`src/rtl/uart_frame_parser.sv`:
```
// uart_frame_parser: pops RX FIFO bytes and parses AA 55 CMD LEN PAYLOAD CHK frames into payload strobes and ok/err results.
module uart_frame_parser #(
  parameter int MAX_LEN = 16,
  parameter int TIMEOUT = 100000
) (
  input  logic       clk_in,
  input  logic       rst,
  input  logic [7:0] fifo_dout,
  input  logic       fifo_empty,
  output logic       fifo_rd_en,
  output logic [7:0] cmd,
  output logic [7:0] len,
  output logic [7:0] pay_data,
  output logic       pay_valid,
  output logic       frame_ok,
  output logic       frame_err,
  output logic [1:0] err_code
);
  localparam int CW = $clog2(TIMEOUT) > 17 ? $clog2(TIMEOUT) : 17;
  localparam logic [7:0] ML = 8'(MAX_LEN);
  // counter reads k-1 on the k-th idle cycle, so this fires the error TIMEOUT cycles after the last byte strobe
  localparam logic [CW-1:0] TLIM = CW'(TIMEOUT - 2);
  typedef enum logic [2:0] {HDR0, HDR1, CMD, LEN, PAY, CHK} state_t;
  state_t state, state_n;
  logic byte_vld, ok_n, err_n, timed_out, idle;
  logic [1:0] code_n;
  logic [7:0] sum, rem;
  logic [CW-1:0] cnt;
  assign fifo_rd_en = !fifo_empty && !rst;
  assign idle = state == HDR0 || state == HDR1;
  assign timed_out = !byte_vld && !idle && cnt == TLIM;
  always_comb begin
    state_n = state;
    ok_n = 1'b0;
    err_n = 1'b0;
    code_n = err_code;
    if (byte_vld)
      case (state)
        HDR0: state_n = fifo_dout == 8'hAA ? HDR1 : HDR0;
        HDR1: state_n = fifo_dout == 8'h55 ? CMD : fifo_dout == 8'hAA ? HDR1 : HDR0;
        CMD:  state_n = LEN;
        LEN: begin
          err_n = fifo_dout > ML;
          code_n = err_n ? 2'd2 : err_code;
          state_n = err_n ? HDR0 : fifo_dout == 8'd0 ? CHK : PAY;
        end
        PAY:  state_n = rem == 8'd1 ? CHK : PAY;
        default: begin
          ok_n = fifo_dout == sum;
          err_n = !ok_n;
          code_n = ok_n ? err_code : 2'd1;
          state_n = HDR0;
        end
      endcase
    else if (timed_out) begin
      err_n = 1'b1;
      code_n = 2'd3;
      state_n = HDR0;
    end
  end
  always_ff @(posedge clk_in) begin
    if (rst) begin
      state <= HDR0;
      byte_vld <= 1'b0;
      cmd <= '0;
      len <= '0;
      pay_data <= '0;
      pay_valid <= 1'b0;
      frame_ok <= 1'b0;
      frame_err <= 1'b0;
      err_code <= '0;
      sum <= '0;
      rem <= '0;
      cnt <= '0;
    end else begin
      state <= state_n;
      byte_vld <= fifo_rd_en;
      frame_ok <= ok_n;
      frame_err <= err_n;
      err_code <= code_n;
      pay_valid <= byte_vld && state == PAY;
      cnt <= (byte_vld || timed_out || idle) ? '0 : cnt + 1'b1;
      if (byte_vld && state == CMD) begin
        cmd <= fifo_dout;
        sum <= fifo_dout;
      end
      if (byte_vld && state == LEN) begin
        len <= fifo_dout;
        sum <= sum + fifo_dout;
        rem <= fifo_dout;
      end
      if (byte_vld && state == PAY) begin
        pay_data <= fifo_dout;
        sum <= sum + fifo_dout;
        rem <= rem - 1'b1;
      end
    end
  end
endmodule

```
`config.mk`:
```
export PLATFORM = sky130hd
export DESIGN_NAME = uart_frame_parser
export DESIGN_NICKNAME = d
export VERILOG_FILES = /design/src/rtl/uart_frame_parser.sv
export SDC_FILE = /design/constraint.sdc
export NUM_CORES = 1
export LEC_CHECK = 0
export BUFFER_PORTS_ARGS = -buffer_cell sky130_fd_sc_hd__buf_2
export CAP_MARGIN = 20
export CORE_MARGIN = 2
export CORE_UTILIZATION = 54
export CTS_BUF_LIST = sky130_fd_sc_hd__clkbuf_4 sky130_fd_sc_hd__clkbuf_8
export DETAILED_ROUTE_END_ITERATION = 10
export PLACE_DENSITY = 0.78
export SLEW_MARGIN = 20
export SYNTH_ARGS = -nofsm -noshare
export SYNTH_HDL_FRONTEND = slang
export SYNTH_SLANG_ARGS = --single-unit
```
`constraint.sdc`:
```
create_clock -name clk_in -period 1.85 [get_ports clk_in]
set_clock_uncertainty 0.2 [all_clocks]
set_input_delay 0.0925 -clock clk_in [delete_from_list [all_inputs] [get_ports clk_in]]
set_output_delay 0.0925 -clock clk_in [all_outputs]
set_load 0.02 [all_outputs]
```
==> impl_metrics.toml, run 1 <==
[setup_path]
max_stage_delay_ns = 0.40
cpLargestDelayFamily = "compound AO/OA/AOI/OAI gates"
startpoint_type = "flop"
cp.arrival_ns = 2.12
path_class = "reg -> reg"
required_ns = 1.94
critPathMaxFanout = 3
cp_num_buf_inv = 1
critical-path-slowest-cell = "a2111o_1"
crit_chain = "ha_4 > inv_2 > fa_2 > nor2b_1 > o21a_1 > o21bai_1 > a2111o_1 > nand3_2"
end_kind = "flop"

[yosys]
seq_area_frac_synth_pct = 40.9
syn_nets = 418
synth-seq-cells = 66
yosysTopAreaCell = "dfxtp_1"
netlist.area_leader.share_pct = 40.9
yosys_warnings = 0
synth-edff-count = 0
syn_area_per_cell_sq_um = 8.19
yosysUniqueCellTypes = 56
syn_inst = 395
syn_area_sq_um = 3230
async_flop_share_pct = 0
synth.area.top_cells = "dfxtp_1, nand2_1, a21oi_1"
synth_ff_type = "dfxtp_1"

[clocking]
cts_tree = "yes"
numCtsBuffers = 9
clockBufferDepth = 2
cts_max_level = 3
cts.sinks = 66
cts_root_buf = "clkbuf_8"
clkLatencyLatePin_ns = 0.35
clk_pin_slew_ns = 0.07

[place]
gp_congestion = 0.893
hpwl_um = 6160
numPortBuffers = 40
dpl-instance-area_sq_um = 3810
dp.cells = 538

[timing]
rsz0062_at_grt = "true"
final-max-slew-violation-count = 0
period_needed_ns = 2.04
fmax_mhz = 491
fin_hold_ws_ns = 0.0465
hold_viol = 0
tightestPinTransition_ns = 0.362
setup_viol = 6
post-route-worst-setup-slack_ns = -0.186
min_period_over_period_pct = 110
slew_headroom_pct = 75.5

[floorplanning]
coreArea_sq_um = 5850
start_util_pct = 55.3
die_x_um = 81.4
fp-row-count = 28
die_h_um = 81.4
die_area_sq_um = 6620
ios = 41

[flow_run]
cap_violations = 0

[global_routing]
grt_use_total_pct = 27.8
antenna_found_initial = 0
grt_pass1_wl_um = 14000
grt_max_degree = 19
grt_pass1_vias = 3018
grt_remaining_overflow = 0

[layout]
diodes = 0
final_nets = 513
syn_to_final_growth_pct = 36.7
mostFrequentLayoutCells = "nand2_1, dfxtp_1, buf_4"
seq_area_sq_um = 1340
final_area_sq_um = 4420
final_common_cell = "nand2_1"
fillerInstances = 409
final_layout_size_suffix_gt1_share_pct = 31.6
fin_util_pct = 75.6
multiInputGateArea_sq_um = 2050
layout.cells.non_filler = 568

[hold_path]
hold_class = "in -> reg"

[pwr]
power.density_nw_per_um2 = 647
leakage_nw = 1.69
ir_worst_vdd_uv = 523
p_total_mw = 2.86

[detailed_routing]
drt-vias-per-instance = 5.87
first_iter_violations = 225
final_antenna_net_count = 0
routed-via-count = 3335
post_drt_wl_per_cell_um = 17.1
totalWireLength_um = 9710
drtPass1Iterations = 5
drc_errors = 0

[status]
violations = "negative setup slack"
outcome = "complete, but fails checks"
## logic make-up (layout without fill, tap and decap cells)
logic type / count (synthesis) / count (layout) / synth area share (%)
buffers and inverters: 27 / 125 / 3.40
DFF: 66 / 66 / 40.9
and+or+nand+nor: 180 / 180 / 27.7
muxes: 1 / 1 / 0.309
adders and majority gates: 12 / 12 / 4.87
xor gates and xnor gates: 18 / 18 / 4.87
AOI/OAI and AO/OA: 91 / 91 / 18.0
## synthesized netlist by cell type (2+ instances only)
master     instances
a211oi_1           3
o21bai_1           3
o21ai_0            5
nor4_1             4
nand3_1           14
o21a_1             6
clkbuf_1          13
a31oi_1            5
nand4_1            4
a21o_1             2
o21ai_1            7
dfxtp_1           66
and2_1             3
buf_2              7
and4b_1            2
inv_1              7
nor2b_1            5
nor4b_1            3
nand4bb_1          2
a21oi_1           42
nor3_1             8
nor3b_2            2
ha_1              11
and3_1             5
nand2_1           71
nand2_2            2
o311ai_1           2
or4_1              3
and4_1             3
xnor2_1           11
o22ai_1            2
a311oi_1           3
xor2_1             7
nor2_1            40
## sequential cells by signal (all words and copies together), names as in the netlist
| register | count |
|---|---|
| pay_valid | 1 |
| cnt | 17 |
| frame_ok | 1 |
| len | 8 |
| pay_data | 8 |
| sum | 8 |
| byte_vld | 1 |
| err_code | 2 |
| frame_err | 1 |
| rem | 8 |
| state | 3 |
| cmd | 8 |
## final timing paths
check / from / to / slack, ns / depth (start not counted)
worst max register to register: sum[0] / sum[6] / -0.19 / 8
worst min-delay path: fifo_dout[4] / len[4] / 0.05 / 4
worst max-delay path: sum[0] / sum[6] / -0.19 / 8
worst min register to register: cmd[2] / cmd[2] / 0.25 / 2
## power by group
part | leakage, nW | switching, mW | total [mW] | internal (mW)
Combinational | 1.05 | 0.112 | 0.205 | 0.0921
Sequential | 0.538 | 0.00496 | 1.43 | 1.42
Clock | 0.101 | 0.552 | 1.23 | 0.677
## worst register-to-register path, stage by stage, from the launching register on
cell and delay [ns]:
dfxtp_2 0.35, ha_4 0.14, inv_2 0.04, fa_2 0.34, nor2b_1 0.15, o21a_1 0.17
o21bai_1 0.11, a2111o_1 0.40, nand3_2 0.08
## stage by stage
stage,setup TNS (ns),setup slack [ns]
5_1_grt,-0.839,-0.236
4_1_cts,-0.241,-0.113
2_1_floorplan,-0.0434,-0.0434
3_3_place_gp,-0.110,-0.0941
6_report,-0.439,-0.186
3_5_place_dp,-0.474,-0.168
## layer usage
metal | track usage [%] | part of all wire (%) | vias up
met5 | 0 | 0 | -
met4 | 12.7 | 2.1 | 0
met3 | 5.56 | 4.7 | 17
met2 | 47.1 | 51 | 94
met1 | 33.8 | 42 | 1635
li1 | - | - | 1589
## layout make-up
cell class                      count  share of cell area [%]
Tap cell                           75                    2.12
Timing Repair Buffer              104                    16.3
Multi-Input combinational cell    302                    46.4
Sequential cell                    66                    30.3
Clock inverter                      3                   0.906
Inverter                            7                   0.594
Clock buffer                       11                    3.42
## what timing repair did
action / in CTS / in global routing
pin swaps: 10 / 19
resized for setup: 15 / 39
setup endpoints to repair: 13 / 30
setup buffers: 3 / 3
hold buffers: 11 / 0
cloned: 0 / 0
endpoints found under the hold margin: 19 / 0
(Power assumes the default switching activity.)
==> run 2: changes to the inputs <==
--- a/config.mk
+++ b/config.mk
@@ -12,6 +12,7 @@
 export CTS_BUF_LIST = sky130_fd_sc_hd__clkbuf_4 sky130_fd_sc_hd__clkbuf_8
 export DETAILED_ROUTE_END_ITERATION = 10
 export PLACE_DENSITY = 0.78
+export SETUP_SLACK_MARGIN = 0.5
 export SLEW_MARGIN = 20
 export SYNTH_ARGS = -nofsm -noshare
 export SYNTH_HDL_FRONTEND = slang
==> impl_metrics.toml, run 2 <==
[timing]
worst-ep-kind = "sequential cell input"
crit_endpoint = "sum[6]$_SDFFE_PP0P_/D"

[global_routing]
grt_remaining_overflow = 338
grt_use_total_pct = 89.9
grt_max_degree = 17

[yosys]
synth.area.top_cells = "dfxtp_1, nand2_1, a21oi_1"
syn_nets = 418
yosysMostFrequentCell = "nand2_1"
syn_area_sq_um = 3230
netlist.area_leader.share_pct = 40.9
yosysTopAreaCell = "dfxtp_1"
yosys_warnings = 0
synth-edff-count = 0
synth_ff_type = "dfxtp_1"
syn_inst = 395
seq_area_frac_synth_pct = 40.9
syn_area_per_cell_sq_um = 8.19
async_flop_share_pct = 0
yosysUniqueCellTypes = 56
synth_commonest_cells = "nand2_1, dfxtp_1, a21oi_1"
synth-seq-cells = 66

[floorplanning]
ios = 41
die_h_um = 81.4
fp-row-count = 28
start_util_pct = 55.3
die_x_um = 81.4

[place]
gp_congestion = 0.879
numPortBuffers = 40
hpwl_um = 5890
dpl-instance-area_sq_um = 3990
place_ws_ns = -0.0327

[clocking]
clockBufferDepth = 2
cts.sinks = 66
numCtsBuffers = 9
cts_max_level = 3
cts_root_buf = "clkbuf_8"

[status]
firstError = "[ERROR GRT-0232] Routing congestion too high. Check the congestion heatmap in the GUI."
outcome = "aborted with a tool error"
haltStage = "global routing"
-- run 2: stage by stage --
step                TNS [ns]  std cells  util [%]
CTS                  -0.0336        600      88.4
floorplan                  0        395         -
global placement     -0.0167        528      68.2
detailed placement   -0.0327        528      68.2
-- run 2: timing repair --
action                                 CTS
endpoints found under the hold margin   19
setup buffers                           36
setup endpoints to repair               65
pin swaps                               52
gates cloned                             4
gates resized for setup                131
hold buffers                            16
-- run 2: metal layers --
metal,GRT overflow,track usage [%]
met1,1,82.7
met2,213,113
met3,4,63.8
met4,120,113
met5,0,25.8
-- run 2: cells by family after synthesis --
logic type,synth area share [%]
and+or+nand+nor,27.7
AOI/OAI and AO/OA,18.0
muxes,0.309
xor gates and xnor gates,4.87
buffers and inverters,3.40
DFF,40.9
adders and majority gates,4.87
==> run 3: changes to the inputs <==
--- a/config.mk
+++ b/config.mk
@@ -8,11 +8,9 @@
 export BUFFER_PORTS_ARGS = -buffer_cell sky130_fd_sc_hd__buf_2
 export CAP_MARGIN = 20
 export CORE_MARGIN = 2
-export CORE_UTILIZATION = 54
-export CTS_BUF_LIST = sky130_fd_sc_hd__clkbuf_4 sky130_fd_sc_hd__clkbuf_8
+export CORE_UTILIZATION = 40
 export DETAILED_ROUTE_END_ITERATION = 10
-export PLACE_DENSITY = 0.78
-export SETUP_SLACK_MARGIN = 0.5
+export PLACE_DENSITY_LB_ADDON = 0.15
 export SLEW_MARGIN = 20
 export SYNTH_ARGS = -nofsm -noshare
 export SYNTH_HDL_FRONTEND = slang
==> constraint.sdc (replaced) <==
create_clock -name clk_in -period 2.4 [get_ports clk_in]
set_clock_uncertainty 0.2 [all_clocks]
set_input_delay 0.12 -clock clk_in [delete_from_list [all_inputs] [get_ports clk_in]]
set_output_delay 0.12 -clock clk_in [all_outputs]
set_load 0.02 [all_outputs]
==> impl_metrics.toml, run 3 (synthesis gave the netlist of run 1 again) <==
[detailed_routing]
final_antenna_net_count = 0
routed-via-count = 2933
first_iter_violations = 166
drc_errors = 0
drtPass1Iterations = 5
drt-vias-per-instance = 5.28
post_drt_wl_per_cell_um = 14.2
totalWireLength_um = 7910

[timing]
setup_viol = 0
final-max-slew-violation-count = 0
hold_viol = 0
finalSetupTns_ns = 0
post-route-worst-setup-slack_ns = 0.172
tightestPinTransition_ns = 0.667
min_period_over_period_pct = 92.8
rsz0062_at_grt = "false"
fin_hold_ws_ns = 0.0240
slew_headroom_pct = 55.5
fmax_mhz = 449
period_needed_ns = 2.23

[global_routing]
grt_remaining_overflow = 0
grt_pass1_wl_um = 13300
grt_pass1_vias = 2780
busiest_layer = "met2"
grt_max_degree = 38
grt_util_met1_pct = 23.8
antenna_found_initial = 0
use_met2_pct = 32.0
grt_util_met3_pct = 4.09
grt_use_total_pct = 19.0

[pwr]
power.density_nw_per_um2 = 580
ir_worst_vdd_uv = 362
p_total_mw = 2.26
leakage_nw = 1.45

[clocking]
clkLatencyLatePin_ns = 0.34
cts_max_level = 3
cts_tree = "yes"
cts_root_buf = "clkbuf_8"
clockBufferDepth = 2
numCtsBuffers = 9
clk_pin_slew_ns = 0.08
cts.sinks = 66

[place]
dpl-instance-area_sq_um = 3590
dp.cells = 532
place_ws_ns = 0.325
hpwl_um = 5560
numPortBuffers = 40
gp_congestion = 0.874

[floorplanning]
ios = 41
coreArea_sq_um = 7770
start_util_pct = 41.6
die_area_sq_um = 8820
fp-row-count = 32
die_x_um = 93.9
die_h_um = 93.9

[setup_path]
cp.arrival_ns = 2.32
path_class = "in -> reg"
end_kind = "flop"
required_ns = 2.49
startpoint_type = "input port"
critPathMaxFanout = 7

[layout]
mostFrequentLayoutCells = "nand2_1, dfxtp_1, a21oi_1, nor2_1, buf_2"
final_area_sq_um = 3890
layout.cells.non_filler = 555
fin_util_pct = 50.1
syn_to_final_growth_pct = 20.2
largest_reg_flops = 17
final_common_cell = "nand2_1"
final_layout_size_suffix_gt1_share_pct = 17.4
diodes = 0
final_nets = 471
largest-register = "cnt"
fillerInstances = 750

[flow_run]
cap_violations = 0

[status]
outcome = "complete, no violations"

[hold_path]
hold_class = "in -> reg"
==> run 3: area by class of cell <==
| cell class | count | area, sq um | area share (%) |
|---|---|---|---|
| Tap cell | 102 | 128 | 3.28 |
| Clock inverter | 6 | 90.1 | 2.32 |
| Multi-Input combinational cell | 302 | 1800 | 46.4 |
| Inverter | 7 | 26.3 | 0.676 |
| Clock buffer | 10 | 138 | 3.54 |
| Timing Repair Buffer | 62 | 383 | 9.85 |
| Sequential cell | 66 | 1320 | 34.0 |
==> run 3: where the power goes <==
group | internal (mW) | switching, mW | total (mW)
clock | 0.614 | 0.433 | 1.05
sequential | 1.10 | 0.00525 | 1.10
combinational | 0.0400 | 0.0654 | 0.105
==> run 3: per-layer routing <==
metal / wire (um) / vias to the layer above
li1: - / 1504
met1: 3650 / 1344
met2: 3770 / 74
met3: 349 / 11
met4: 136 / 0
met5: 0 / -
==> run 3: timing repair <==
action | 4_1_cts | 5_1_grt
buffers inserted | 0 | 0
resized for setup | 0 | 0
endpoints found under the hold margin | 20 | 0
hold buffers | 7 | 0
==> run 3: worst paths after layout <==
path | startpoint | to | slack, ns | depth (start not counted)
setup reg to reg | sum[0] | sum[6] | 0.33 | 8
hold reg to reg | cmd[0] | cmd[0] | 0.25 | 2
setup / recovery | fifo_dout[0] | sum[6] | 0.17 | 10
hold / removal | fifo_dout[4] | pay_data[4] | 0.02 | 4
==> run 3: critical path, cell delays in order <==
cell	delay, ns
dlygate4sd3_1	0.52
buf_2	0.18
ha_1	0.21
inv_1	0.06
fa_1	0.40
nor2b_1	0.13
o21a_1	0.16
o21bai_1	0.09
a2111o_1	0.37
nand3_1	0.08
==> run 4: changes to the inputs <==
--- a/config.mk
+++ b/config.mk
@@ -6,9 +6,8 @@
 export NUM_CORES = 1
 export LEC_CHECK = 0
 export BUFFER_PORTS_ARGS = -buffer_cell sky130_fd_sc_hd__buf_2
-export CAP_MARGIN = 20
 export CORE_MARGIN = 2
-export CORE_UTILIZATION = 40
+export CORE_UTILIZATION = 45
 export DETAILED_ROUTE_END_ITERATION = 10
 export PLACE_DENSITY_LB_ADDON = 0.15
 export SLEW_MARGIN = 20
==> impl_metrics.toml, run 4 (synthesis gave the netlist of run 1 again) <==
[layout]
final_nets = 469
final_common_cell = "nand2_1"
mostFrequentLayoutCells = "nand2_1, dfxtp_1, a21oi_1, nor2_1, buf_2"
largest_reg_flops = 17
largest-register = "cnt"
fillerInstances = 643
seq_area_sq_um = 1320
multiInputGateArea_sq_um = 1800
diodes = 0
syn_to_final_growth_pct = 18.8
final_layout_size_suffix_gt1_share_pct = 17.1
fin_util_pct = 55.9

[floorplanning]
fp-row-count = 30
start_util_pct = 47.1
die_area_sq_um = 7880
die_h_um = 88.8
coreArea_sq_um = 6870
die_x_um = 88.8
ios = 41

[place]
hpwl_um = 5530
gp_congestion = 0.864
numPortBuffers = 40

[timing]
slew_headroom_pct = 47.9
final-max-slew-violation-count = 0
period_needed_ns = 2.20
finalSetupTns_ns = 0
min_period_over_period_pct = 91.5
hold_viol = 0
rsz0062_at_grt = "false"
tightestPinTransition_ns = 0.782
setup_viol = 0
fmax_mhz = 455

[setup_path]
path_class = "in -> reg"
end_kind = "flop"
required_ns = 2.40
startpoint_type = "input port"
cp.arrival_ns = 2.19
critPathMaxFanout = 8

[clocking]
clockBufferDepth = 2
cts-resized-gates = 0
cts_root_buf = "clkbuf_8"
post-cts-setup-buffers = 0
cts_tree = "yes"
clk_pin_slew_ns = 0.08
cts.sinks = 66
ctsHoldBuffers = 7
cts_max_level = 3
numCtsBuffers = 9
clkLatencyLatePin_ns = 0.34

[global_routing]
grt_remaining_overflow = 0
grt_max_degree = 43
grt_use_total_pct = 21.2
antenna_found_initial = 0
grt_pass1_wl_um = 12800
grt_pass1_vias = 2676

[hold_path]
hold_class = "in -> reg"

[pwr]
p_comb_share_pct = 4.9
sw_frac_of_total_pct = 24.0
p_seq_share_pct = 50.9
internal_power_mw = 1.65
power.density_nw_per_um2 = 564
leakage_nw = 1.42
ir_worst_vdd_uv = 357
switchingPower_mw = 0.520
clkPwrFrac_pct = 44.1

[detailed_routing]
post_drt_wl_per_cell_um = 14.3
drc_errors = 0
final_antenna_net_count = 0
totalWireLength_um = 7840
drtPass1Iterations = 4
routed-via-count = 2942
drt-vias-per-instance = 5.38
first_iter_violations = 154

[flow_run]
cap_violations = 0

[status]
outcome = "complete, no violations"
[run 4: cell types whose count changed in the layout (fill, tap and decap cells not counted)]
cell and delta:
clkinvlp_4 +2, buf_4 -2, clkinv_4 -1, bufinv_16 -1
[run 4: cell type report]
cell class                      instances  share of cell area [%]
Tap cell                               96                    3.13
Inverter                                7                   0.684
Timing Repair Buffer                   60                    9.57
Multi-Input combinational cell        302                    46.9
Clock inverter                          6                    1.73
Clock buffer                           10                    3.58
Sequential cell                        66                    34.4
[run 4: metrics by stage]
step	hold slack, ns	std cells	instance area (sq um)	power [mW]	setup slack (ns)
2_1_floorplan	-0.00762	395	3230	1.18	0.471
3_3_place_gp	0.0903	524	3570	1.22	0.394
3_5_place_dp	0.0954	524	3570	1.23	0.367
4_1_cts	0.00548	547	3840	2.18	0.220
5_1_grt	0.0119	547	3840	2.24	0.0947
6_report	0.00545	547	3840	2.17	0.204
[run 4: per-layer routing]
| layer | track usage (%) | wire length (um) |
|---|---|---|
| met5 | 0 | 0 |
| met4 | 6.75 | 49 |
| met3 | 4.85 | 453 |
| met2 | 33.6 | 3650 |
| met1 | 28.8 | 3690 |
[run 4: path summary, 6_finish.rpt]
| path | start | end | slack [ns] | depth (start not counted) |
|---|---|---|---|---|
| worst max-delay path | fifo_dout[1] | err_code[0] | 0.20 | 8 |
| worst min-delay path | fifo_dout[6] | pay_data[6] | 0.005 | 4 |
| worst max register to register | sum[0] | sum[6] | 0.32 | 8 |
| worst min register to register | cmd[1] | cmd[1] | 0.25 | 2 |
[run 4: critical path, cell delays in order]
cell and delay, ns:
dlygate4sd3_1 0.53, buf_2 0.18, ha_1 0.35, nor4_1 0.30, nand3_1 0.18, nor3b_1 0.21
a311o_1 0.21, o22ai_1 0.10
[run 4: power groups by stage]
stage / combinational [mW] / sequential, mW / clock [mW]
2_1_floorplan: 0.0516 / 1.13 / 0
3_3_place_gp: 0.0960 / 1.13 / 0
3_5_place_dp: 0.0973 / 1.13 / 0
4_1_cts: 0.106 / 1.10 / 0.972
5_1_grt: 0.115 / 1.10 / 1.02
6_report: 0.107 / 1.10 / 0.956
